File: src/rtl/des_key_schedule_pkg.sv
// Shared DES key-schedule definitions: permutation tables, rotation schedule, typedefs.
// Optional key parity helper is built only with DES_KEY_PARITY_CHECK_EN.
package des_pkg;

  localparam int unsigned KEY_W      = 64;
  localparam int unsigned HALF_W     = 28;
  localparam int unsigned CD_W       = 56;
  localparam int unsigned SUBKEY_W   = 48;
  localparam int unsigned ROUND_W    = 4;
  localparam int unsigned NUM_ROUNDS = 16;

  typedef logic [KEY_W:1]    key_t;
  typedef logic [HALF_W:1]   half_key_t;
  typedef logic [CD_W:1]     cd_t;
  typedef logic [SUBKEY_W:1] subkey_t;
  typedef logic [ROUND_W:1]  round_t;

  typedef enum logic {IDLE, RUN} state_t;

  // FIPS bit numbers (1 = MSB) selected for each output bit, MSB first.
  localparam byte unsigned PC1_TABLE [0:55] = '{
    8'd57, 8'd49, 8'd41, 8'd33, 8'd25, 8'd17, 8'd9,
    8'd1,  8'd58, 8'd50, 8'd42, 8'd34, 8'd26, 8'd18,
    8'd10, 8'd2,  8'd59, 8'd51, 8'd43, 8'd35, 8'd27,
    8'd19, 8'd11, 8'd3,  8'd60, 8'd52, 8'd44, 8'd36,
    8'd63, 8'd55, 8'd47, 8'd39, 8'd31, 8'd23, 8'd15,
    8'd7,  8'd62, 8'd54, 8'd46, 8'd38, 8'd30, 8'd22,
    8'd14, 8'd6,  8'd61, 8'd53, 8'd45, 8'd37, 8'd29,
    8'd21, 8'd13, 8'd5,  8'd28, 8'd20, 8'd12, 8'd4
  };

  localparam byte unsigned PC2_TABLE [0:47] = '{
    8'd14, 8'd17, 8'd11, 8'd24, 8'd1,  8'd5,
    8'd3,  8'd28, 8'd15, 8'd6,  8'd21, 8'd10,
    8'd23, 8'd19, 8'd12, 8'd4,  8'd26, 8'd8,
    8'd16, 8'd7,  8'd27, 8'd20, 8'd13, 8'd2,
    8'd41, 8'd52, 8'd31, 8'd37, 8'd47, 8'd55,
    8'd30, 8'd40, 8'd51, 8'd45, 8'd33, 8'd48,
    8'd44, 8'd49, 8'd39, 8'd56, 8'd34, 8'd53,
    8'd46, 8'd42, 8'd50, 8'd36, 8'd29, 8'd32
  };

  localparam logic [1:0] SHIFT_SCHEDULE [0:15] = '{
    2'd1, 2'd1, 2'd2, 2'd2, 2'd2, 2'd2, 2'd2, 2'd2,
    2'd1, 2'd2, 2'd2, 2'd2, 2'd2, 2'd2, 2'd2, 2'd1
  };

  function automatic half_key_t rotl(input half_key_t h, input logic [1:0] n);
    return (n == 2'd2) ? {h[26:1], h[28:27]} : {h[27:1], h[28]};
  endfunction

  function automatic half_key_t rotr(input half_key_t h, input logic [1:0] n);
    return (n == 2'd2) ? {h[2:1], h[28:3]} : {h[1], h[28:2]};
  endfunction

`ifdef DES_KEY_PARITY_CHECK_EN
  // DES requires odd parity per byte; flag any byte with even parity.
  function automatic logic key_parity_bad(input key_t k);
    return ~(^k[64:57]) | ~(^k[56:49]) | ~(^k[48:41]) | ~(^k[40:33]) |
           ~(^k[32:25]) | ~(^k[24:17]) | ~(^k[16:9])  | ~(^k[8:1]);
  endfunction
`endif

endpackage

File: src/rtl/des_key_schedule_if.sv
// Key-load and subkey-stream handshake bundle for the DES key schedule.
interface des_key_schedule_if;
  import des_pkg::*;

  logic      key_valid;
  logic      key_ready;
  key_t      key;
  logic      decrypt;
  logic      subkey_valid;
  logic      subkey_ready;
  subkey_t   subkey;
  round_t    round;
  logic      key_parity_err;

  modport master (
    output key_valid, key, decrypt, subkey_ready,
    input  key_ready, subkey_valid, subkey, round, key_parity_err
  );

  modport slave (
    input  key_valid, key, decrypt, subkey_ready,
    output key_ready, subkey_valid, subkey, round, key_parity_err
  );
endinterface

File: src/rtl/des_key_schedule_pc2.sv
// DES PC-2: pure wiring from the 56-bit C|D register pair to a 48-bit subkey.
module des_pc2
  import des_pkg::*;
(
  input  cd_t     cd,
  output subkey_t subkey
);

  for (genvar i = 0; i < 48; i++) begin : g_pc2
    assign subkey[48-i] = cd[57 - int'(PC2_TABLE[i])];
  end

endmodule

File: src/rtl/des_key_schedule.sv
// Iterative DES key schedule: one key in, 16 round subkeys out in encrypt or decrypt order.
// Define DES_KEY_PARITY_CHECK_EN to build the per-byte odd-parity check on key load.
module des_key_schedule
  import des_pkg::*;
(
  input  logic               clk,
  input  logic               rst_n,
  des_key_schedule_if.slave  bus
);

  state_t    state;
  half_key_t c_q, d_q;
  round_t    round_q;
  logic      decrypt_q;
  logic      key_ready_q;
  logic      subkey_valid_q;
  cd_t       pc1_cd;
  half_key_t c_load, d_load;
  round_t    round_inc, round_dec;
  logic      last_round;
  subkey_t   subkey_w;

  // PC-1: FIPS bit j of the key sits at key[65-j].
  for (genvar i = 0; i < 56; i++) begin : g_pc1
    assign pc1_cd[56-i] = bus.key[65 - int'(PC1_TABLE[i])];
  end

  assign c_load     = pc1_cd[56:29];
  assign d_load     = pc1_cd[28:1];
  assign round_inc  = round_t'(round_q + round_t'(1));
  assign round_dec  = round_t'(round_q - round_t'(1));
  assign last_round = decrypt_q ? (round_q == round_t'(0)) : (round_q == round_t'(15));

  // Control and C/D state; decrypt loads C0/D0 directly since it equals C16/D16.
  always_ff @(posedge clk or negedge rst_n) begin
    if (!rst_n) begin
      state          <= IDLE;
      c_q            <= '0;
      d_q            <= '0;
      round_q        <= '0;
      decrypt_q      <= 1'b0;
      key_ready_q    <= 1'b1;
      subkey_valid_q <= 1'b0;
    end else begin
      case (state)
        IDLE: begin
          if (bus.key_valid) begin
            state          <= RUN;
            key_ready_q    <= 1'b0;
            subkey_valid_q <= 1'b1;
            decrypt_q      <= bus.decrypt;
            if (bus.decrypt) begin
              c_q     <= c_load;
              d_q     <= d_load;
              round_q <= round_t'(15);
            end else begin
              c_q     <= rotl(c_load, 2'd1);
              d_q     <= rotl(d_load, 2'd1);
              round_q <= round_t'(0);
            end
          end
        end
        RUN: begin
          if (bus.subkey_ready) begin
            if (last_round) begin
              state          <= IDLE;
              key_ready_q    <= 1'b1;
              subkey_valid_q <= 1'b0;
            end else if (decrypt_q) begin
              c_q     <= rotr(c_q, SHIFT_SCHEDULE[round_q]);
              d_q     <= rotr(d_q, SHIFT_SCHEDULE[round_q]);
              round_q <= round_dec;
            end else begin
              c_q     <= rotl(c_q, SHIFT_SCHEDULE[round_inc]);
              d_q     <= rotl(d_q, SHIFT_SCHEDULE[round_inc]);
              round_q <= round_inc;
            end
          end
        end
        default: state <= IDLE;
      endcase
    end
  end

  des_pc2 u_pc2 (
    .cd     ({c_q, d_q}),
    .subkey (subkey_w)
  );

  assign bus.key_ready    = key_ready_q;
  assign bus.subkey_valid = subkey_valid_q;
  assign bus.subkey       = subkey_w;
  assign bus.round        = round_q;

`ifdef DES_KEY_PARITY_CHECK_EN
  logic parity_err_q;

  // Flag is captured only at load and held for the whole run.
  always_ff @(posedge clk or negedge rst_n) begin
    if (!rst_n) begin
      parity_err_q <= 1'b0;
    end else if (state == IDLE && bus.key_valid) begin
      parity_err_q <= key_parity_bad(bus.key);
    end
  end

  assign bus.key_parity_err = parity_err_q;
`else
  logic unused_parity_bits;
  assign unused_parity_bits = ^{bus.key[57], bus.key[49], bus.key[41], bus.key[33],
                                bus.key[25], bus.key[17], bus.key[9],  bus.key[1]};
  assign bus.key_parity_err = 1'b0;
`endif

endmodule

File: src/flat_wrapper.sv
// flat-port wrapper written by rule: the top's interface ports become plain ports
module des_key_schedule_flat import des_pkg::*;
  (clk, rst_n, bus_key_valid, bus_key, bus_decrypt, bus_subkey_ready, bus_key_ready, bus_subkey_valid, bus_subkey, bus_round, bus_key_parity_err);
  des_key_schedule_if bus_i ();
  input  logic clk;
  input  logic rst_n;
  input wire logic [$bits(bus_i.key_valid)-1:0] bus_key_valid;
  input wire logic [$bits(bus_i.key)-1:0] bus_key;
  input wire logic [$bits(bus_i.decrypt)-1:0] bus_decrypt;
  input wire logic [$bits(bus_i.subkey_ready)-1:0] bus_subkey_ready;
  output wire logic [$bits(bus_i.key_ready)-1:0] bus_key_ready;
  output wire logic [$bits(bus_i.subkey_valid)-1:0] bus_subkey_valid;
  output wire logic [$bits(bus_i.subkey)-1:0] bus_subkey;
  output wire logic [$bits(bus_i.round)-1:0] bus_round;
  output wire logic [$bits(bus_i.key_parity_err)-1:0] bus_key_parity_err;
  assign bus_i.key_valid = bus_key_valid;
  assign bus_i.key = bus_key;
  assign bus_i.decrypt = bus_decrypt;
  assign bus_i.subkey_ready = bus_subkey_ready;
  assign bus_key_ready = bus_i.key_ready;
  assign bus_subkey_valid = bus_i.subkey_valid;
  assign bus_subkey = bus_i.subkey;
  assign bus_round = bus_i.round;
  assign bus_key_parity_err = bus_i.key_parity_err;
  des_key_schedule u_core (.clk(clk), .rst_n(rst_n), .bus(bus_i));
endmodule
File: config.mk
export PLATFORM = sky130hd
export DESIGN_NAME = des_key_schedule_flat
export DESIGN_NICKNAME = d
export VERILOG_FILES = /design/src/rtl/des_key_schedule_pkg.sv /design/src/rtl/des_key_schedule_if.sv /design/src/rtl/des_key_schedule_pc2.sv /design/src/rtl/des_key_schedule.sv /design/src/flat_wrapper.sv
export SDC_FILE = /design/constraint.sdc
export NUM_CORES = 1
export LEC_CHECK = 0
export ABC_AREA = 1
export BUFFER_PORTS_ARGS = -buffer_cell sky130_fd_sc_hd__buf_2
export CAP_MARGIN = 0
export CORE_ASPECT_RATIO = 1.75
export CORE_MARGIN = 2
export CORE_UTILIZATION = 62
export DETAILED_ROUTE_END_ITERATION = 16
export HOLD_SLACK_MARGIN = 0.12
export PLACE_DENSITY = 0.85
export SLEW_MARGIN = 25
export SYNTH_ARGS = -nofsm -noshare
export SYNTH_HDL_FRONTEND = slang
export SYNTH_SLANG_ARGS = --single-unit
File: constraint.sdc
create_clock -name clk -period 5.3 [get_ports clk]
set_input_delay 0.53 -clock clk [delete_from_list [all_inputs] [get_ports clk]]
set_output_delay 0.53 -clock clk [all_outputs]
set_load 0.02 [all_outputs]
### Word level (Yosys, flattened, before mapping)

Memories as Yosys holds them, arrays and structs flattened.
Cells that the tools add are included.

* register bits: 64
* bits in latches: 0
* RAM bits: 0
* ROM bits: 64
* bits of input ports: 69
* output and inout bits: 55
* word-level logic and storage cells: 66
* memories kept: 2

* add/sub/neg operators: 2
* multiply operators: 0
* div/mod/pow operators: 0
* $lt $le $gt $ge: 2
* eq/ne operators: 7
* shift operators: 0
* mux-type cells: 39
* bitwise logic cells: 3
* reductions and logical operators: 4

Memory list
* (name not given): words 16, width 2, rd ports 1, clocked after memory_dff 0, wr ports 0, RTL line des_key_schedule.sv:74 `c_q <= rotl(c_q, SHIFT_SCHEDULE[round_inc]);`
* (name not given): words 16, width 2, rd ports 1, clocked after memory_dff 0, wr ports 0, RTL line des_key_schedule.sv:70 `c_q <= rotr(c_q, SHIFT_SCHEDULE[round_q]);`

Operators with widths (number)
* 2-to-1 mux 28 bit: 14
* case mux 28 bit (2 select lines): 2
* 2-to-1 mux 4 bit: 5
* >= comparator 5 bit, second input constant: 2
* 2-to-1 mux 1 bit: 10
* inverter 4 -> 5 bit: 2
* 2-to-1 mux 2 bit: 4
* != test 2 bit, second input constant: 4
* case mux 4 bit (2 select lines): 1
* case mux 1 bit (2 select lines): 3
* AND reduction 3 bit: 2
* adder 4 x 1 -> 4 bit, second input constant: 1
* equality test 2 bit, second input constant: 2
* equality test 4 bit, second input constant: 1
* logical NOT 4 bit: 1
* subtractor 4 x 1 -> 4 bit, second input constant: 1
* AND reduction 2 bit: 1
* inverter 1 bit: 1

### Depth between registers and ports, before layout

Gate-level depths: netlist (run 1).

* depth in word-level cells: 11
* gate-level depth with buffers: 13
* gate-level depth less buffers: 11

### Modules after synthesis

A second synthesis (run 1) with hierarchy kept.

* cell total of the unflattened synthesis: 1063
* area total of the unflattened synthesis: 6263.5 um^2

Modules (own cells, without submodules)
* des_key_schedule: times used 1, cells each 1015, area an instance 5903.2 um^2, sequential area each 1602.8 um^2
* des_pc2: times used 1, cells each 48, area an instance 360.3 um^2, sequential area each 0.0 um^2

### Worst setup path before layout (run 1)

No wires, ideal clock.

* path kind: flip-flop to flip-flop
* start: register u_core.round_q[1] (netlist: u_core.bus.round[1])
* end: register u_core.c_q[10]
* setup time: 117 ps
* arrival: 1795 ps
* required time: 5183 ps
* setup slack: 3388 ps
* stages on the path, launching flop included: 12
* buffers on the path: 2
* period minus slack after synthesis: 1912 ps
* path through: dfrtp_1 inv_1 ha_1 nand3b_1 nand2_1 buf_6 buf_6 nand3_1 nand3_1 nand3_1 nand2_1 nand2_1

* cells in the longest elaborated chain, start to end: 11
* elaborated cells on any way between the ends: 22
* those cells by class: add/sub (1); eq/ne (4); mux (11); bitwise (2); reduce/logical (2); memory (2)

RTL lines
* from (decl): RTL line des_key_schedule.sv:13 `round_t round_q;`
* from (signal assigned): RTL line des_key_schedule.sv:55 `round_q <= round_t'(15);`
* from (signal assigned): RTL line des_key_schedule.sv:59 `round_q <= round_t'(0);`
* from (signal assigned): RTL line des_key_schedule.sv:72 `round_q <= round_dec;`
* adder 4 x 1 -> 4 bit: RTL line des_key_schedule.sv:30 `assign round_inc = round_t'(round_q + round_t'(1));`
* inverter 4 -> 5 bit (implied by the code): RTL line des_key_schedule.sv:74
* memory (16 x 2 bit)
* 2-to-1 mux 2 bit (implied by the code) (2 in a row): RTL line des_key_schedule.sv:74
* equality test 2 bit: RTL line des_key_schedule_pkg.sv:49 `return (n == 2'd2) ? {h[26:1], h[28:27]} : {h[27:1], h[28]};`
* 2-to-1 mux 28 bit: RTL line des_key_schedule_pkg.sv:49
* 2-to-1 mux 28 bit: RTL line des_key_schedule.sv:69 `end else if (decrypt_q) begin`
* 2-to-1 mux 28 bit: RTL line des_key_schedule.sv:65 `if (last_round) begin`
* 2-to-1 mux 28 bit: RTL line des_key_schedule.sv:64 `if (bus.subkey_ready) begin`
* case mux 28 bit (2 select lines): RTL line des_key_schedule.sv:45 `case (state)`
* to (signal assigned): RTL line des_key_schedule.sv:53 `c_q <= c_load;`
* to (signal assigned): RTL line des_key_schedule.sv:70
* to (signal assigned): RTL line des_key_schedule.sv:74
* to (decl): RTL line des_key_schedule.sv:12 `half_key_t c_q, d_q;`

Parallel ways exist; a longest one is shown, timed or not. The select of a mux whose other input is x is not followed.
A chain may end at the register's enable or synchronous reset.

### Worst setup path in the final report (run 1)

* start: register u_core.decrypt_q
* end: register u_core.c_q[19]

* cells in the longest elaborated chain, start to end: 4
* elaborated cells on any way between the ends: 7
* those cells by class: eq/ne (1); mux (5); reduce/logical (1)

RTL lines
* from (decl): RTL line des_key_schedule.sv:14 `logic decrypt_q;`
* from (signal assigned): RTL line des_key_schedule.sv:51 `decrypt_q <= bus.decrypt;`
* 2-to-1 mux 28 bit: RTL line des_key_schedule.sv:69
* 2-to-1 mux 28 bit: RTL line des_key_schedule.sv:65
* 2-to-1 mux 28 bit: RTL line des_key_schedule.sv:64
* case mux 28 bit (2 select lines): RTL line des_key_schedule.sv:45

Parallel ways exist; a longest one is shown, timed or not. The select of a mux whose other input is x is not followed.

==> results of run 1 <==
how the worst min path moves through the flow:
stage                     slack [ps]                    start                      end
after floorplan                  230                    rst_n      u_core.bus.round[0]
after global placement           450  u_core.bus.subkey_valid  u_core.bus.subkey_valid
after detailed placement         460           u_core.c_q[10]           u_core.c_q[10]
after CTS                        420                    rst_n            u_core.c_q[6]
after global routing             460                    rst_n            u_core.c_q[6]
final                            370                    rst_n            u_core.c_q[6]
critical path: cells and delay by family (launching register included):
kind                   cells  cell delay, ps
buffers and inverters      2            1100
AND/OR/NAND/NOR            5             980
flip-flops                 1             360
AO/OA/AOI/OAI              2             200
per-layer routing:
layer	routed length, um	global-route usage, %
met5	0	0
met2	9350	55.0
met3	1580	6.05
met4	497	14.5
met1	6830	40.8
registers in the layout, summed over array words and instances (netlist names):
signal,count
u_core.bus.key_ready,1
u_core.bus.round,4
u_core.bus.subkey_valid,1
u_core.c_q,28
u_core.d_q,28
u_core.decrypt_q,1
u_core.state,1
layout make-up:
| class | instances | area [um2] | area share (%) |
|---|---|---|---|
| inverters | 69 | 262 | 3.93 |
| well taps | 127 | 159 | 2.39 |
| clock inverters | 4 | 45.0 | 0.677 |
| repair buffers | 127 | 668 | 10.0 |
| flip-flops and latches | 64 | 1610 | 24.2 |
| clock buffers | 12 | 246 | 3.71 |
| multi-input cells | 790 | 3660 | 55.1 |
layout by cell type (no fill, tap or decap), types with 3 or more instances in the layout:
cell type and n:
a21oi_1 112, a22oi_1 4, buf_2 114, buf_4 13, clkbuf_16 9, clkinv_2 3, dfrtp_1 61, ha_1 4
inv_1 65, inv_2 3, nand2_1 304, nand3_1 340, nand4_1 3, nor2_1 4, o21ai_0 6
kinds of logic after synthesis:
group           synth area share [%]
buf+inv                         18.4
xor+xnor                       0.136
simple gates                    45.5
flops                           25.0
other cells                   0.0584
compound gates                  10.2
fa+ha+maj                      0.779
through the flow:
step / worst slack, ps / instance area [um2] / utilization, % / hold slack (ps)
after floorplan: 3390 / 6420 / - / 234
after global placement: 2600 / 6360 / 62.5 / 454
after detailed placement: 2570 / 6360 / 62.5 / 465
after CTS: 2550 / 6650 / 65.3 / 424
after global routing: 2290 / 6650 / 65.4 / 456
final: 2500 / 6650 / 65.4 / 369
==> results.toml, run 1 <==
[worst_setup_path]
cp_slowest_stage_delay_ps = 560
crit_fanout = 70
critPathLaunchType = "flop"
endpoint_kind = "flop"
critical_path_class = "flop to flop"
reg2reg_from = "u_core.decrypt_q"
r2r_cells = 9
crit_required_ps = 5530
crit_chain = "buf_4, nand4_1, nand2_1, o21ai_2, nand2_4, buf_4, a21oi_1, nand2_1, nand2_1"
endpoint = "u_core.c_q[19]"
arrival_ps = 3030
startpoint = "u_core.decrypt_q"
reg2reg_to = "u_core.c_q[19]"
reg2reg_slack_ps = 2500
cpMostUsedCell = "nand2_1"
cp_slowest_cell = "buf_4"

[clocking]
clock_path_buffers = 2
clk_latency_ps = 350
cts_tree = "done"
clkSinkCount = 64
cts_buffers = 9
htree_num_levels = 3
clk_pin_slew_ps = 60
cts-hold-fix-buffers = 0
postCtsSetupBuffers = 0
cts_root_buf = "clkbuf_16"
cts-resized-gates = 0

[timing]
maxSlewHeadroom_pct = 39.9
period_needed_ps = 2800
hold_violations = 0
rsz0062_at_grt = "no"
max_freq_mhz = 358
max_slew.worst_pin.slew_ps = 902
fin_crit_sh_pct = 52.8
setup-tns-final_ps = 0
drv_slew = 0
setup_viol = 0
fin_worst_skew_ps = 8.75

[die]
fp.dieW_um = 80.9
placementRows = 49
ios = 124
coreArea_um2 = 10200
dieArea_um2 = 11200
initial_utilization_pct = 63.1
die_y_um = 139

[synth]
ys_top_cells_by_count = "nand3_1, nand2_1, a21oi_1"
yosys.area.top_type = "nand3_1"
ys_types = 26
synth_top_area_share_pct = 26.5
synthCells = 1066
seq_area_frac_synth_pct = 25.0
synth_area_leaders = "nand3_1, dfrtp_1, nand2_1"
synth.avg_cell_area_um2 = 6.02
syn-num-nets = 1139
synth_seq_cells = 64
yosysMostFrequentCell = "nand3_1"
synth_ff_type = "dfrtp_1"
synth_edf_count = 0
yosys_warnings = 0
async_flop_share_pct = 100
syn-cell-area_um2 = 6420

[global_routing]
grt_pass1_vias = 6538
grt-ovfl-total = 0
grt_pass1_wl_mm = 30.2
grt_max_degree = 81
grtUsageTotal_pct = 33.0
grt_antenna_before_repair = 0

[detailed_routing]
vias = 7191
drtAntennaViolNets = 0
avgViaCountPerCell = 6.03
drt_pass1_iterations = 5
totalWireLength_mm = 18.2
drt_iter0_drc = 776
post-route-drc-count = 0
wl_per_cell_um = 15.3

[final_layout]
layout-drive-gt1-share_pct = 14.5
area_growth_pct = 3.60
fillers = 1020
diodes = 0
fin_cells = 1193
nets = 1134

[placed_design]
place.port_buffers = 114
dpl.hpwl_mm = 10.8
gp_congestion = 0.872
dp_cells = 1177

[job]
cap_violations = 0

[hold_path]
min_path_type = "input pin to asynchronous set/reset pin"

[outcome]
run_status = "completed"
Power of run 1 is not shown: default switching activity piles up to over one toggle a cycle in this logic, so the estimate is an artifact.
==> inputs of run 2 (changes only) <==
Settings changed: CORE_UTILIZATION 62 to 57, PLACE_DENSITY 0.85 to 0.79.
Clock period 5.3 ns to 2.8 ns, I/O delays scaled along.
==> results.toml, run 2 (synthesis results as in run 1) <==
[clocking]
cts_buffers = 9
clkSinkCount = 64
cts_root_buf = "clkbuf_16"
htree_num_levels = 3
cts-resized-gates = 0
clk_pin_slew_ps = 50
clk_latency_ps = 340
postCtsSetupBuffers = 0
cts_tree = "done"
clock_path_buffers = 2

[detailed_routing]
totalWireLength_mm = 18.5
post-route-drc-count = 0
drt_iter0_drc = 867
avgViaCountPerCell = 5.96
wl_per_cell_um = 15.3
vias = 7167
drtAntennaViolNets = 0
drt_pass1_iterations = 6

[placed_design]
place.port_buffers = 114
dpl.hpwl_mm = 11.2
gp_congestion = 0.880

[worst_setup_path]
critical_path_class = "flop to flop"
critPathLaunchType = "flop"
crit_required_ps = 3080
crit_fanout = 74
arrival_ps = 2580
endpoint_kind = "flop"

[global_routing]
grt_pass1_vias = 6401
grt_max_degree = 115
grtUsageTotal_pct = 30.1
grt-ovfl-total = 0
grt_pass1_wl_mm = 30.4
grt_antenna_before_repair = 0

[timing]
fin_crit_sh_pct = 82.2
hold_violations = 0
setup_viol = 0
maxSlewHeadroom_pct = 40.2
rsz0062_at_grt = "no"
fin_worst_skew_ps = 4.03
drv_slew = 0
max_slew.worst_pin.slew_ps = 891
max_freq_mhz = 435
period_needed_ps = 2300
setup-tns-final_ps = 0

[final_layout]
layout_commonest_cell = "nand3_1"
layout-drive-gt1-share_pct = 14.8
nets = 1139
most-common-layout-cells = "nand3_1, nand2_1, buf_2"
area_growth_pct = 5.85
diodes = 0

[hold_path]
min_path_type = "input pin to flop"

[die]
coreArea_um2 = 11000
ios = 124
dieArea_um2 = 12200
placementRows = 51
initial_utilization_pct = 58.2
die_y_um = 144
fp.dieW_um = 84.2

[outcome]
run_status = "completed"

[job]
cap_violations = 0
## run 2: cell count changes in the layout (fill, tap and decap cells not counted)
| cell | before | now |
|---|---|---|
| dlygate4sd3_1 | 0 | 1 |
| clkinv_2 | 3 | 1 |
| clkbuf_1 | 2 | 3 |
| buf_6 | 0 | 1 |
| buf_12 | 0 | 6 |
| clkinv_1 | 0 | 1 |
| inv_1 | 65 | 64 |
| nand2_4 | 2 | 1 |
| nand2_2 | 1 | 2 |
| bufinv_16 | 1 | 2 |
| buf_4 | 13 | 10 |
## run 2: cell type report
class | instances | area (um2)
Clock buffer | 13 | 250
Timing Repair Buffer | 132 | 787
Fill cell | 1093 | 4240
Inverter | 69 | 262
Multi-Input combinational cell | 790 | 3660
Clock inverter | 3 | 65.1
Sequential cell | 64 | 1610
Tap cell | 132 | 165
## run 2: repair_timing
| action | CTS | global route |
|---|---|---|
| hold buffers | 1 | 0 |
| setup endpoints to repair | 0 | 0 |
| endpoints found under the hold margin | 30 | 0 |
## run 2: critical path, cell delays in order, from the launching register on
cell,delay [ps]
dfrtp_1,510
inv_1,140
ha_1,210
nand4_1,100
nand2_1,80
o21ai_2,190
nand2_4,290
buf_12,320
a21oi_1,180
nand2_1,70
nand2_1,60
## run 2: per-stage QoR
| stage | setup slack (ps) | hold WS [ps] | instance area, um2 | utilization [%] | cells |
|---|---|---|---|---|---|
| floorplan | 888 | -15.6 | 6420 | - | 1066 |
| global placement | 553 | 397 | 6470 | 58.6 | 1186 |
| detailed placement | 526 | 392 | 6470 | 58.6 | 1186 |
| CTS | 512 | 261 | 6800 | 61.6 | 1203 |
| global route | 263 | 281 | 6800 | 61.6 | 1203 |
| finish | 499 | 265 | 6800 | 61.6 | 1203 |
## run 2: final timing paths
kind                                      from                       to  slack (ps)  cells past startpoint
setup / recovery           u_core.bus.round[1]           u_core.c_q[10]         500                     10
hold / removal                   bus_key_valid  u_core.bus.subkey_valid         270                      3
setup reg to reg           u_core.bus.round[1]           u_core.c_q[10]         500                     10
hold reg to reg                 u_core.d_q[13]           u_core.d_q[13]         490                      2
max in group asynchronous                rst_n            u_core.d_q[4]        1440                      3
min in group asynchronous                rst_n            u_core.c_q[5]         550                      2
## run 2: per-layer routing
layer  up-vias  wire length, um  track usage (%)
li1       3487                -                -
met1      3285             7080             36.6
met2       340             9370             52.7
met3        55             1360             4.51
met4         0              648             12.7
met5         -                0                0
Power of run 2 is left out for the same reason.
==> inputs of run 3 (changes only) <==
Clock period 2.8 ns to 2.2 ns, I/O delays scaled along.
==> results.toml, run 3 (synthesis results as in run 1) <==
[timing]
setup-tns-final_ps = 0
fin_crit_sh_pct = 92.8
drv_slew = 0
hold_violations = 0
fin_worst_skew_ps = 8.45
period_needed_ps = 2040
max_slew.worst_pin.slew_ps = 666
max_freq_mhz = 490
maxSlewHeadroom_pct = 55.6
setup_ws_ps = 159
setup_viol = 0
rsz0062_at_grt = "yes"

[worst_setup_path]
cp_num_buf_inv = 2
critical_path_class = "flop to flop"
critPathLaunchType = "flop"
cp_top_family = "simple AND/OR/NAND/NOR gates"
arrival_ps = 2270
crit_chain = "inv_1, ha_1, nand3b_1, nand2_1, buf_12, nand3_1, nand3_1, nand3_1, nand2_1, nand2_1"
cp_slowest_stage_delay_ps = 410
cp_slowest_cell = "dfrtp_1"
crit_fanout = 56
crit_required_ps = 2430
endpoint_kind = "flop"

[clocking]
htree_num_levels = 3
clock_path_buffers = 2
postCtsSetupBuffers = 0
cts_root_buf = "clkbuf_16"
clkSinkCount = 64
cts_buffers = 9
clk_pin_slew_ps = 60
cts_tree = "done"
clk_latency_ps = 340

[global_routing]
grt_antenna_before_repair = 0
grtUsageTotal_pct = 30.0
grt_pass1_wl_mm = 30.3
grt_pass1_vias = 6424
grt_max_degree = 115
grt-ovfl-total = 0

[detailed_routing]
avgViaCountPerCell = 6.00
wl_per_cell_um = 15.3
drt_pass1_iterations = 5
drt_iter0_drc = 880
post-route-drc-count = 0
drtAntennaViolNets = 0
vias = 7250
totalWireLength_mm = 18.5

[final_layout]
area_growth_pct = 7.77
most-common-layout-cells = "nand3_1, nand2_1, buf_2"
layout-drive-gt1-share_pct = 15.3
layout_commonest_cell = "nand3_1"
diodes = 0
fillers = 1121
nets = 1144
fin_cells = 1208

[die]
fp.dieW_um = 84.2
die_y_um = 144
dieArea_um2 = 12200
placementRows = 51
initial_utilization_pct = 58.2
coreArea_um2 = 11000
ios = 124

[hold_path]
min_path_type = "input pin to flop"

[placed_design]
dpl.hpwl_mm = 11.4
gp_congestion = 0.854
pre_cts_ws_ps = 200
dp_cells = 1191
place.port_buffers = 114

[job]
cap_violations = 0

[outcome]
run_status = "completed"
run 3: cell types whose count changed in the layout (fill, tap and decap cells not counted):
cell and change:
bufinv_16 -1, clkbuf_1 -2, buf_4 -3, buf_6 +2, buf_12 +6, clkbuf_8 +3
run 3: cell type report:
type	instances	area [um2]	share of cell area (%)
sequential	64	1610	23.2
timing repair buffer	137	907	13.1
multi-input combinational	790	3660	52.9
clock buffer	14	284	4.10
inverter	69	262	3.78
tap	132	165	2.39
clock inverter	2	35.0	0.506
run 3: repair_timing:
action / CTS / global route
endpoints found under the hold margin: 18 / 0
setup endpoints to repair: 0 / 13
gates resized for setup: 0 / 3
hold buffers: 1 / 0
run 3: worst min-delay path, stage by stage:
cell,delay [ps]
buf_2,70
nand2_1,120
nand2_1,100
run 3: through the flow:
| stage | instance area (um2) | hold WS, ps | util (%) |
|---|---|---|---|
| 2_1_floorplan | 6420 | -75.6 | - |
| 3_3_place_gp | 6580 | 238 | 59.6 |
| 3_5_place_dp | 6580 | 223 | 59.6 |
| 4_1_cts | 6910 | 214 | 62.6 |
| 5_1_grt | 6920 | 229 | 62.7 |
| 6_report | 6920 | 213 | 62.7 |
run 3: layer usage:
metal  track usage, %  share of wire [%]  vias to the layer above
met5                0                  0                        -
met2             53.8                 52                      352
met3             3.71                7.5                       33
li1                 -                  -                     3504
met1             36.9                 39                     3361
met4             10.2                2.0                        0
run 3: path summary, 6_finish.rpt:
path / start / endpoint / slack, ps / cells after the start
max: u_core.bus.round[1] / u_core.c_q[24] / 160 / 10
min: bus_key_valid / u_core.bus.subkey_valid / 210 / 3
max reg2reg: u_core.bus.round[1] / u_core.c_q[24] / 160 / 10
min reg2reg: u_core.d_q[13] / u_core.d_q[13] / 480 / 2
max in group asynchronous: rst_n / u_core.d_q[11] / 1210 / 3
min in group asynchronous: rst_n / u_core.d_q[26] / 400 / 2
Power of run 3 is left out for the same reason.
